[src/rtl/mem_arbiter.sv]
// rtl/mem_arbiter.sv - two-port (fetch/data) arbiter onto a single SRAM port; ARB_STARVE_GUARD_EN enables fetch starvation guard
module mem_arbiter #(
    parameter int MAX_WAIT = 4
) (
    input  logic        clk,
    input  logic        rstn,
    input  logic        i_req,
    input  logic [31:0] i_addr,
    output logic        i_gnt,
    output logic        i_rvalid,
    output logic [31:0] i_rdata,
    input  logic        d_req,
    input  logic [3:0]  d_we,
    input  logic [31:0] d_addr,
    input  logic [31:0] d_wdata,
    output logic        d_gnt,
    output logic        d_rvalid,
    output logic [31:0] d_rdata,
    output logic        sram_en,
    output logic [3:0]  sram_we,
    output logic [31:0] sram_addr,
    output logic [31:0] sram_wdata,
    input  logic [31:0] sram_rdata
);

    if (MAX_WAIT < 1 || MAX_WAIT > 7) begin : g_bad_max_wait
        $error("mem_arbiter: MAX_WAIT must be in 1..7");
    end

    // owner_q[1]: fetch read in flight, owner_q[0]: data read in flight
    logic [1:0] owner_q;
    logic [1:0] owner_d;
    logic       force_i;
    logic       i_gnt_c;
    logic       d_gnt_c;

`ifdef ARB_STARVE_GUARD_EN
    localparam logic [2:0] MAX_WAIT_C = 3'(MAX_WAIT);

    logic [2:0] starve_q;
    logic [2:0] starve_d;

    always_comb begin
        starve_d = starve_q;
        if (!i_req || i_gnt_c) begin
            starve_d = 3'd0;
        end else if (starve_q != 3'd7) begin
            starve_d = starve_q + 3'd1;
        end
    end

    always_ff @(posedge clk or negedge rstn) begin
        if (!rstn) begin
            starve_q <= 3'd0;
        end else begin
            starve_q <= starve_d;
        end
    end

    assign force_i = i_req && (starve_q == MAX_WAIT_C);
`else
    assign force_i = 1'b0;
`endif

    // Grants are gated by rstn so nothing reaches the SRAM while reset is held.
    always_comb begin
        d_gnt_c = rstn && d_req && !force_i;
        i_gnt_c = rstn && i_req && !d_gnt_c;
    end

    always_comb begin
        sram_en    = i_gnt_c | d_gnt_c;
        sram_we    = 4'b0000;
        sram_addr  = 32'h0;
        sram_wdata = 32'h0;
        if (d_gnt_c) begin
            sram_we    = d_we;
            sram_addr  = d_addr;
            sram_wdata = d_wdata;
        end else if (i_gnt_c) begin
            sram_addr = i_addr;
        end
    end

    // Fetches are always reads; data writes leave no response owner.
    always_comb begin
        owner_d = {i_gnt_c, d_gnt_c && (d_we == 4'b0000)};
    end

    always_ff @(posedge clk or negedge rstn) begin
        if (!rstn) begin
            owner_q <= 2'b00;
        end else begin
            owner_q <= owner_d;
        end
    end

    always_comb begin
        i_gnt    = i_gnt_c;
        d_gnt    = d_gnt_c;
        i_rvalid = owner_q[1];
        d_rvalid = owner_q[0];
        i_rdata  = owner_q[1] ? sram_rdata : 32'h0;
        d_rdata  = owner_q[0] ? sram_rdata : 32'h0;
    end

endmodule

[config.mk]
export PLATFORM = sky130hd
export DESIGN_NAME = mem_arbiter
export DESIGN_NICKNAME = d
export VERILOG_FILES = /design/src/rtl/mem_arbiter.sv
export SDC_FILE = /design/constraint.sdc
export NUM_CORES = 1
export LEC_CHECK = 0
export ABC_AREA = 0
export BUFFER_PORTS_ARGS = -buffer_cell sky130_fd_sc_hd__clkbuf_2
export CORE_AREA = 3 3 106 108
export CTS_CLUSTER_DIAMETER = 50
export CTS_CLUSTER_SIZE = 20
export DETAILED_ROUTE_END_ITERATION = 10
export DIE_AREA = 0 0 109 111
export GPL_ROUTABILITY_DRIVEN = 0
export HOLD_SLACK_MARGIN = 0.03
export PLACE_DENSITY = 0.45
export SLEW_MARGIN = 20
export SYNTH_ARGS = -nofsm -noshare
export SYNTH_HDL_FRONTEND = slang
export SYNTH_SLANG_ARGS = --single-unit
[constraint.sdc]
create_clock -name clk -period 1.2 [get_ports clk]
set_input_delay 0.24 -clock clk [delete_from_list [all_inputs] [get_ports clk]]
set_output_delay 0.24 -clock clk [all_outputs]
set_load 0.02 [all_outputs]
==> results.txt, run 1 <==
Clock share of power -> 14.8%
Critical Path AT -> 1.11 ns
Top cells by count, synth -> and2_1, and3_1, nand2_1, nand3_1, o21ai_2
Longest Clk Path Bufs -> 2
Syn Area/Cell -> 6.00 sq um
Num CTS Buffers -> 3
CTS root buf -> clkbuf_8
PwrDens -> 397 mW/mm^2
Gr usage total -> 12.7%
Synth top area cells -> and2_1, and3_1, nand3_1
Int Power -> 1.07 mW
Synth cell types -> 18
Top reg by flops -> owner_q
Max Cap Viol -> 0
CP startpoint kind -> input pin
Routed length per instance -> 14.9 um
Buffers on Ports -> 272
Kind of critical path -> in2out
Post-synth EDFFs -> 0
Final Hold Vio Count -> 0
Clk pin slew, worst setup/hold paths -> 0.03 ns
Largest net degree at the start of global routing -> 34
Setup Viol. Count Final -> 134
# IOs -> 273
Sequential Power Share -> 4.0%
NumNets Final -> 652
Logic pwr share -> 81.2%
Share of the synthesized area in the top cell type -> 29.4%
H-tree Lvls -> 1
Max Clk Rate -> 740 MHz
Worst min-delay path class -> in2async
HPWL after DPL -> 6.63 mm
Core area -> 0.0103 sq mm
Fin. max-slew vios -> 0
Pre-CTS setup slack -> -0.206 ns
Gate count after technology mapping -> 234
Antenna diodes -> 0
Net Sw Frac -> 40.5%
CP endpoint kind -> primary output
Via/cell ratio -> 4.33
FP Rows -> 37
Global-route wire length before repair -> 12.6 mm
Min Tclk post-route -> 1.35 ns
Area leader, netlist -> and2_1
Number of global-route vias before repair -> 2682
CP max FO -> 8
Yosys reg bits -> 2
Initial antenna violation count -> 0
Ys async rst share -> 100%
Total Wirelength -> 9.71 mm
Peak supply drop -> 0.000221 V
Area Growth Syn to Fin -> 221%
Starting DRT DRC Count -> 133
Ys Warns -> 0
Ys flop type -> dfrtp_1
CTS tree -> yes
Final worst slack -> -0.152 ns
Number of clock sinks -> 2
Hold_ws -> 0.167 ns
Die Y -> 111 um
DRC errors left -> 0
Most frequent cell after synthesis -> and2_1
WP data required -> 0.96 ns
Failing checks -> negative setup slack
Pre-Repair DR Iteration Count -> 4
Synthesized cell area -> 0.00141 sq mm
NetSw -> 0.725 mW
Vias -> 2816
Net Count, Synth -> 370
Die area -> 0.0121 sq mm
Grt ovf -> 0
Slew margin rel. -> 82.7%
Fraction of layout cells with a size suffix above 1 -> 76.1%
Outcome -> finished with violations
Leakage -> 2.36 nW
Max reg flops -> 2
RSZ-0062 raised after global routing -> yes
Worst Setup SP -> d_req
Die span in x -> 109 um
Final period util -> 113%
Antenna Nets Post-Route -> 0
Initial Utilization -> 13.6%
Largest registers -> owner_q: 2 flops
Post-synthesis sequential area ratio -> 3.56%
Setup total negative slack -> -11.81 ns
Worst-Margin Slew -> 0.259 ns
==> placed cells by master, fill, tap and decap left out, types with 10 or more instances in the layout <==
cell type  count
and2_1        58
o21ai_2       13
buf_2         41
o21ai_4       19
buf_8         33
clkbuf_8      16
buf_6         54
nand2_1       32
buf_4         10
nand3_1       27
clkbuf_2     138
and3_4        36
==> cell type report <==
type                            count  area, sq um
Tap cell                          136          170
Timing Repair Buffer              306         2640
Fill cell                         983         5810
Inverter                            1         3.75
Clock buffer                        3         41.3
Sequential cell                     2         50.0
Multi-Input combinational cell    202         1610
==> worst max-delay path, cell delays in order <==
cell	delay [ns]
clkbuf_16	0.13
nand2b_4	0.25
clkbuf_16	0.22
o21ai_2	0.12
clkbuf_8	0.16
==> per-stage QoR <==
| stage | utilization [%] | power [mW] | std cells | instance area [sq um] |
|---|---|---|---|---|
| after floorplan | - | 0.572 | 234 | 1450 |
| after global placement | 29.2 | 1.02 | 631 | 3010 |
| after detailed placement | 29.2 | 1.02 | 631 | 3010 |
| after CTS | 35.7 | 1.53 | 645 | 3680 |
| after global routing | 43.7 | 1.91 | 650 | 4510 |
| final | 43.7 | 1.79 | 650 | 4510 |
==> worst max path at each step <==
stage	end	slack, ns	cells after the start
6_report	sram_addr[29]	-0.15	5
5_1_grt	i_rdata[12]	-0.18	3
4_1_cts	i_rdata[12]	-0.15	3
3_5_place_dp	sram_addr[1]	-0.21	6
3_3_place_gp	sram_addr[1]	-0.20	5
2_1_floorplan	sram_addr[0]	-0.05	3
==> logic make-up (layout without fill, tap and decap cells) <==
logic type | count (synthesis) | in the layout | synth area share (%)
buffers and inverters | 30 | 310 | 12.9
and+or+nand+nor | 169 | 169 | 67.1
DFF | 2 | 2 | 3.56
AOI/OAI and AO/OA | 33 | 33 | 16.5
==> repair_timing <==
action	4_1_cts	5_1_grt
setup buffers	6	1
endpoints found under the setup margin	135	137
gates cloned	4	4
gates resized for setup	108	299
hold buffers	1	0
endpoints found under the hold margin	1	0
pin swaps	9	61
==> power groups by stage <==
stage | registers (mW) | logic (mW) | clock network, mW
2_1_floorplan | 0.0741 | 0.498 | 0
3_3_place_gp | 0.0716 | 0.944 | 0
3_5_place_dp | 0.0716 | 0.944 | 0
4_1_cts | 0.0710 | 1.18 | 0.281
5_1_grt | 0.0711 | 1.55 | 0.291
6_report | 0.0709 | 1.46 | 0.265
==> routing by layer <==
metal	global-route usage [%]	up-vias	share of wire [%]
li1	-	1348	-
met3	3.09	6	9.8
met4	1.26	0	0.47
met2	26.2	167	55
met1	12.6	1295	35
met5	0	-	0
Power figures use the tool's default switching activity.
==> run 2: changes to the inputs <==
Settings changed: CELL_PAD_IN_SITES_DETAIL_PLACEMENT from default to 0, CELL_PAD_IN_SITES_GLOBAL_PLACEMENT from default to 2, CORE_AREA 3 3 106 108 to default, CORE_ASPECT_RATIO from default to 0.9, CORE_MARGIN from default to 3, CORE_UTILIZATION from default to 10, DIE_AREA 0 0 109 111 to default, PLACE_DENSITY 0.45 to 0.85, SLEW_MARGIN 20 to default.
==> run 2 against run 1 <==
The run still ends with negative setup slack left. Clock power rose by 87%. Global-route usage down 2.8 points. Total power increased by 3.3%. Hold slack got worse by 0.0025 ns. Sequential cell count is the same. Sequential power hardly changed. Final area down 7.7%.
==> results.txt, run 2 (same netlist as run 1, synthesis figures left out) <==
Die area -> 0.0155 sq mm (+28%)
# IOs -> 273 (unchanged)
Initial Utilization -> 10.4% (-3.3 points)
Die Y -> 118 um (+6.7%)
Routed length per instance -> 14.1 um (-5.9%)
Die span in x -> 131 um (+20%)
WP buf/inv -> 2 (-1)
Worst min-delay path class -> in2async
Outcome -> finished with violations
Area Growth Syn to Fin -> 196%
Largest net degree at the start of global routing -> 71 (+110%)
Hold_ws -> 0.164 ns (-0.00248 ns)
Pre-Repair DR Iteration Count -> 3 (-1)
Commonest non-fill, non-tap cells in the layout -> clkbuf_2, and2_1, buf_2
Pre-CTS setup slack -> -0.199 ns (+0.00707 ns)
Vias -> 2761 (-2.0%)
Core area -> 0.0136 sq mm (+31%)
Worst-Margin Slew -> 0.248 ns (-0.0111 ns)
Final worst slack -> -0.138 ns (+0.0134 ns)
Antenna Nets Post-Route -> 0 (unchanged)
DRC errors left -> 0 (unchanged)
Grt ovf -> 0 (unchanged)
Number of global-route vias before repair -> 2632 (-1.9%)
Max Clk Rate -> 747 MHz (+1.0%)
Fill cell count -> 1417 (+44%)
Max Cap Viol -> 0 (unchanged)
Register area -> 50.0 sq um (unchanged)
Commonest non-fill, non-tap cell in the layout -> clkbuf_2
Num CTS Buffers -> 3 (unchanged)
Total Wirelength -> 9.74 mm (+0.30%)
Initial antenna violation count -> 0 (unchanged)
Critical path, cell by cell -> buf_12 > and2_1 > buf_2
Min Tclk post-route -> 1.34 ns (-0.0134 ns)
Fin. max-slew vios -> 0 (unchanged)
Gr usage total -> 9.84% (-2.8 points)
Hold bufs inserted after CTS -> 0 (-1)
Final Hold Vio Count -> 0 (unchanged)
Leakage -> 2.28 nW (-3.3%)
Slowest CP cell -> dfrtp_1
Buffers on Ports -> 272 (unchanged)
Cell family with most CP delay -> flip-flops
HPWL after DPL -> 6.71 mm (+1.2%)
Via/cell ratio -> 3.98 (-8.0%)
CP endpoint kind -> primary output
Fraction of layout cells with a size suffix above 1 -> 71.6% (-4.4 points)
Clk pin slew, worst setup/hold paths -> 0.03 ns (about the same)
CTS root buf -> clkbuf_16
Global-route wire length before repair -> 12.6 mm (-0.22%)
Critical Path AT -> 1.10 ns (about the same)
Antenna diodes -> 0 (unchanged)
CTS tree -> yes
Starting DRT DRC Count -> 55 (-59%)
Final period util -> 112% (-1.1 points)
Max reg flops -> 2 (unchanged)
NumNets Final -> 642 (-1.5%)
Longest Clk Path Bufs -> 2 (unchanged)
PwrDens -> 445 mW/mm^2 (+12%)
CP startpoint kind -> register
Largest registers -> owner_q: 2 flops
Slew margin rel. -> 83.3% (+0.58 points)
RSZ-0062 raised after global routing -> yes
CP max FO -> 33 (+25)
Peak supply drop -> 0.000333 V (+51%)
Multi-input gate area -> 0.00144 sq mm (-10%)
Failing checks -> negative setup slack
Kind of critical path -> reg2out
Setup Viol. Count Final -> 117 (-13%)
FP Rows -> 40 (+8.1%)
WP data required -> 0.96 ns (about the same)
H-tree Lvls -> 1 (unchanged)
Slowest stage delay, CP -> 0.38 ns (+0.13 ns)
Top reg by flops -> owner_q
Number of clock sinks -> 2 (unchanged)
## run 2: cell count changes in the layout (fill, tap and decap cells not counted), sizes merged
cell / change
dlygate4sd3: -1
bufbuf: -1
buf: -30
clkbuf: +22
## run 2: per-layer routing
metal | GRT usage (%) | routed length, um | up-vias
met5 | 0 | 0 | -
met1 | 10.3 | 3590 | 1281
met4 | 1.48 | 34 | 0
met3 | 1.67 | 720 | 2
met2 | 20.0 | 5400 | 144
li1 | - | - | 1334
## run 2: cell type report
type / instances / area share (%)
inverter: 1 / 0.0902
timing repair buffer: 296 / 56.5
multi-input combinational: 202 / 34.7
tap: 189 / 5.68
sequential: 2 / 1.20
clock buffer: 3 / 1.80
## run 2: through the flow
stage	setup TNS [ns]	power, mW	std cells	utilization [%]	cell area (sq um)
6_report	-10.84	1.85	693	30.7	4160
4_1_cts	-13.36	1.70	687	26.8	3630
3_3_place_gp	-6.60	1.00	677	22.4	3040
2_1_floorplan	-0.165	0.572	234	-	1450
3_5_place_dp	-7.21	1.01	677	22.4	3040
5_1_grt	-14.25	1.97	693	30.7	4160
## run 2: worst max path at each step
stage                     to       start  slack [ns]  cells after the start
2_1_floorplan   sram_addr[0]       d_req       -0.05                      3
3_3_place_gp    sram_addr[6]        rstn       -0.19                      6
3_5_place_dp    sram_addr[6]        rstn       -0.20                      6
4_1_cts          i_rdata[11]  owner_q[1]       -0.15                      3
5_1_grt        sram_addr[27]        rstn       -0.18                      6
6_report         i_rdata[17]  owner_q[1]       -0.14                      3
## run 2: where the power goes
| part | leakage, nW | internal (mW) | total (mW) | switching, mW |
|---|---|---|---|---|
| registers | 0.0274 | 0.0696 | 0.0710 | 0.00136 |
| logic | 2.21 | 0.655 | 1.29 | 0.631 |
| clock network | 0.0370 | 0.424 | 0.495 | 0.0712 |
| total | 2.28 | 1.15 | 1.85 | 0.704 |
## run 2: repair_timing
item,4_1_cts,5_1_grt
setup endpoints to repair,135,137
resized for setup,104,204
gates cloned,2,6
pin swaps,1,14
buffers inserted,5,2
## run 2: worst min-delay path: stages
cell and delay [ns]:
buf_8 0.08, buf_12 0.12, buf_4 0.15, buf_6 0.11
==> run 3: changes to the inputs <==
Settings changed: CORE_ASPECT_RATIO 0.9 to default.
==> run 3 against run 2 <==
Via count grew 2.5%. Largest cell class unchanged. Final area grew 1.8%. Critical path depth is the same. The run still ends with negative setup slack left. Final cell count shrank 1.2%. Combinational power grew 7%. Die area is essentially flat. Global-route usage grew 1.7 points.
==> results.txt, run 3 (same netlist as run 1, synthesis figures left out) <==
WP data required -> 0.96 ns (about the same)
Initial antenna violation count -> 0 (unchanged)
Die area -> 0.0155 sq mm (about the same)
CTS tree -> yes
Vias -> 2830 (+2.5%)
Layout Cells excl Fill -> 685 (-1.2%)
RSZ-0062 raised after global routing -> yes
Layout Utilization -> 31.4% (+0.69 points)
NumNets Final -> 647 (+0.78%)
Outcome -> finished with violations
Largest net degree at the start of global routing -> 36 (-49%)
Longest Clk Path Bufs -> 2 (unchanged)
Critical path, cell by cell -> buf_12 > and2_1 > buf_4
Fill cell count -> 1424 (+0.49%)
Max Cap Viol -> 0 (unchanged)
Dpl cells -> 664 (-1.9%)
Initial Utilization -> 10.4% (+0.044 points)
Core area -> 0.0135 sq mm (-0.42%)
Worst min-delay path class -> in2reg
Buffers on Ports -> 272 (unchanged)
H-tree Lvls -> 1 (unchanged)
Failing checks -> negative setup slack
Grt ovf -> 0 (unchanged)
Num CTS Buffers -> 3 (unchanged)
Via/cell ratio -> 4.13 (+3.7%)
Pre-Repair DR Iteration Count -> 4 (+1)
Routed length per instance -> 16.9 um (+21%)
Final Hold Vio Count -> 0 (unchanged)
DRC errors left -> 0 (unchanged)
CTS root buf -> clkbuf_16
Slowest stage delay, CP -> 0.38 ns (about the same)
Global-route wire length before repair -> 14.8 mm (+17%)
Peak supply drop -> 0.000194 V (-42%)
Antenna Nets Post-Route -> 0 (unchanged)
Top reg by flops -> owner_q
Clk pin slew, worst setup/hold paths -> 0.03 ns (about the same)
Final period util -> 110% (-1.3 points)
Number of global-route vias before repair -> 2823 (+7.3%)
Setup Viol. Count Final -> 96 (-18%)
HPWL after DPL -> 7.71 mm (+15%)
Leakage -> 2.32 nW (+2.0%)
Fraction of layout cells with a size suffix above 1 -> 69.7% (-1.9 points)
Fin. max-slew vios -> 0 (unchanged)
Area Growth Syn to Fin -> 201%
Max Clk Rate -> 756 MHz (+1.1%)
CP max FO -> 33 (unchanged)
Final worst slack -> -0.123 ns (+0.0152 ns)
Kind of critical path -> reg2out
CP startpoint kind -> register
Die Y -> 125 um (+5.1%)
Starting DRT DRC Count -> 78 (+42%)
FP Rows -> 42 (+5.0%)
Commonest non-fill, non-tap cells in the layout -> clkbuf_2, and2_1, buf_6
Total Wirelength -> 11.6 mm (+19%)
Gr usage total -> 11.5% (+1.7 points)
PwrDens -> 459 mW/mm^2 (+3.1%)
CP endpoint kind -> primary output
Antenna diodes -> 0 (unchanged)
Slowest CP cell -> dfrtp_1
Pre-CTS setup slack -> -0.226 ns (-0.0270 ns)
Min Tclk post-route -> 1.32 ns (-0.0152 ns)
Largest registers -> owner_q: 2 flops
Number of clock sinks -> 2 (unchanged)
Setup total negative slack -> -8.44 ns (+2.41 ns)
Die span in x -> 125 um (-4.9%)
Worst-Margin Slew -> 0.192 ns (-0.0562 ns)
# IOs -> 273 (unchanged)
Commonest non-fill, non-tap cell in the layout -> clkbuf_2
Max reg flops -> 2 (unchanged)
Critical Path AT -> 1.08 ns (-0.02 ns)
Slew margin rel. -> 87.1% (+3.8 points)
## run 3: cell types whose count changed in the layout (fill, tap and decap cells not counted), sizes merged
cell	previous run	this run
buf	119	132
clkbuf	180	171
dlygate4sd3	0	1
## run 3: area by class of cell
class	count	area, sq um	share of cell area, %
tap	176	220	5.20
inverter	1	3.75	0.0886
multi-input combinational	202	1470	34.6
sequential	2	50.0	1.18
clock buffer	3	75.1	1.77
timing repair buffer	301	2420	57.2
## run 3: path summary, 6_finish.rpt
check | start | endpoint | cells after the start | slack (ns)
max in group asynchronous | rstn | owner_q[1] | 3 | 0.42
worst min-delay path | d_we[3] | owner_q[0] | 3 | 0.33
worst max-delay path | owner_q[0] | d_rdata[16] | 3 | -0.12
min in group asynchronous | rstn | owner_q[0] | 3 | 0.63
## run 3: report_power, final
part | internal, mW | leakage [nW] | switching (mW)
clock network | 0.423 | 0.0370 | 0.0682
registers | 0.0696 | 0.0274 | 0.00130
logic | 0.700 | 2.26 | 0.682
total | 1.19 | 2.32 | 0.751
## run 3: worst max-delay path: cells and delay by family, from the launching register on
family	cells	cell delay, ns
buffers and inverters	2	0.32
and+or+nand+nor	1	0.15
DFF	1	0.38
## run 3: per-stage QoR
stage | total power, mW | area (sq um) | hold slack (ns)
2_1_floorplan | 0.572 | 1450 | -0.0556
3_3_place_gp | 1.01 | 3010 | 0.373
3_5_place_dp | 1.02 | 3010 | 0.390
4_1_cts | 1.66 | 3450 | 0.0353
5_1_grt | 2.05 | 4240 | 0.349
6_report | 1.94 | 4240 | 0.332
## run 3: timing repair
action,CTS,global route
gates cloned,3,12
hold endpoints to repair,0,2
setup buffers,1,1
pin swaps,1,31
endpoints found under the setup margin,135,135
resized for setup,67,246
hold buffers,0,1
## run 3: routing by layer
metal / GRT usage [%] / up-vias / wire [um]
met2: 21.8 / 170 / 6000
met3: 2.23 / 10 / 780
met5: 0 / - / 0
li1: - / 1334 / -
met4: 2.97 / 0 / 188
met1: 13.1 / 1316 / 4640
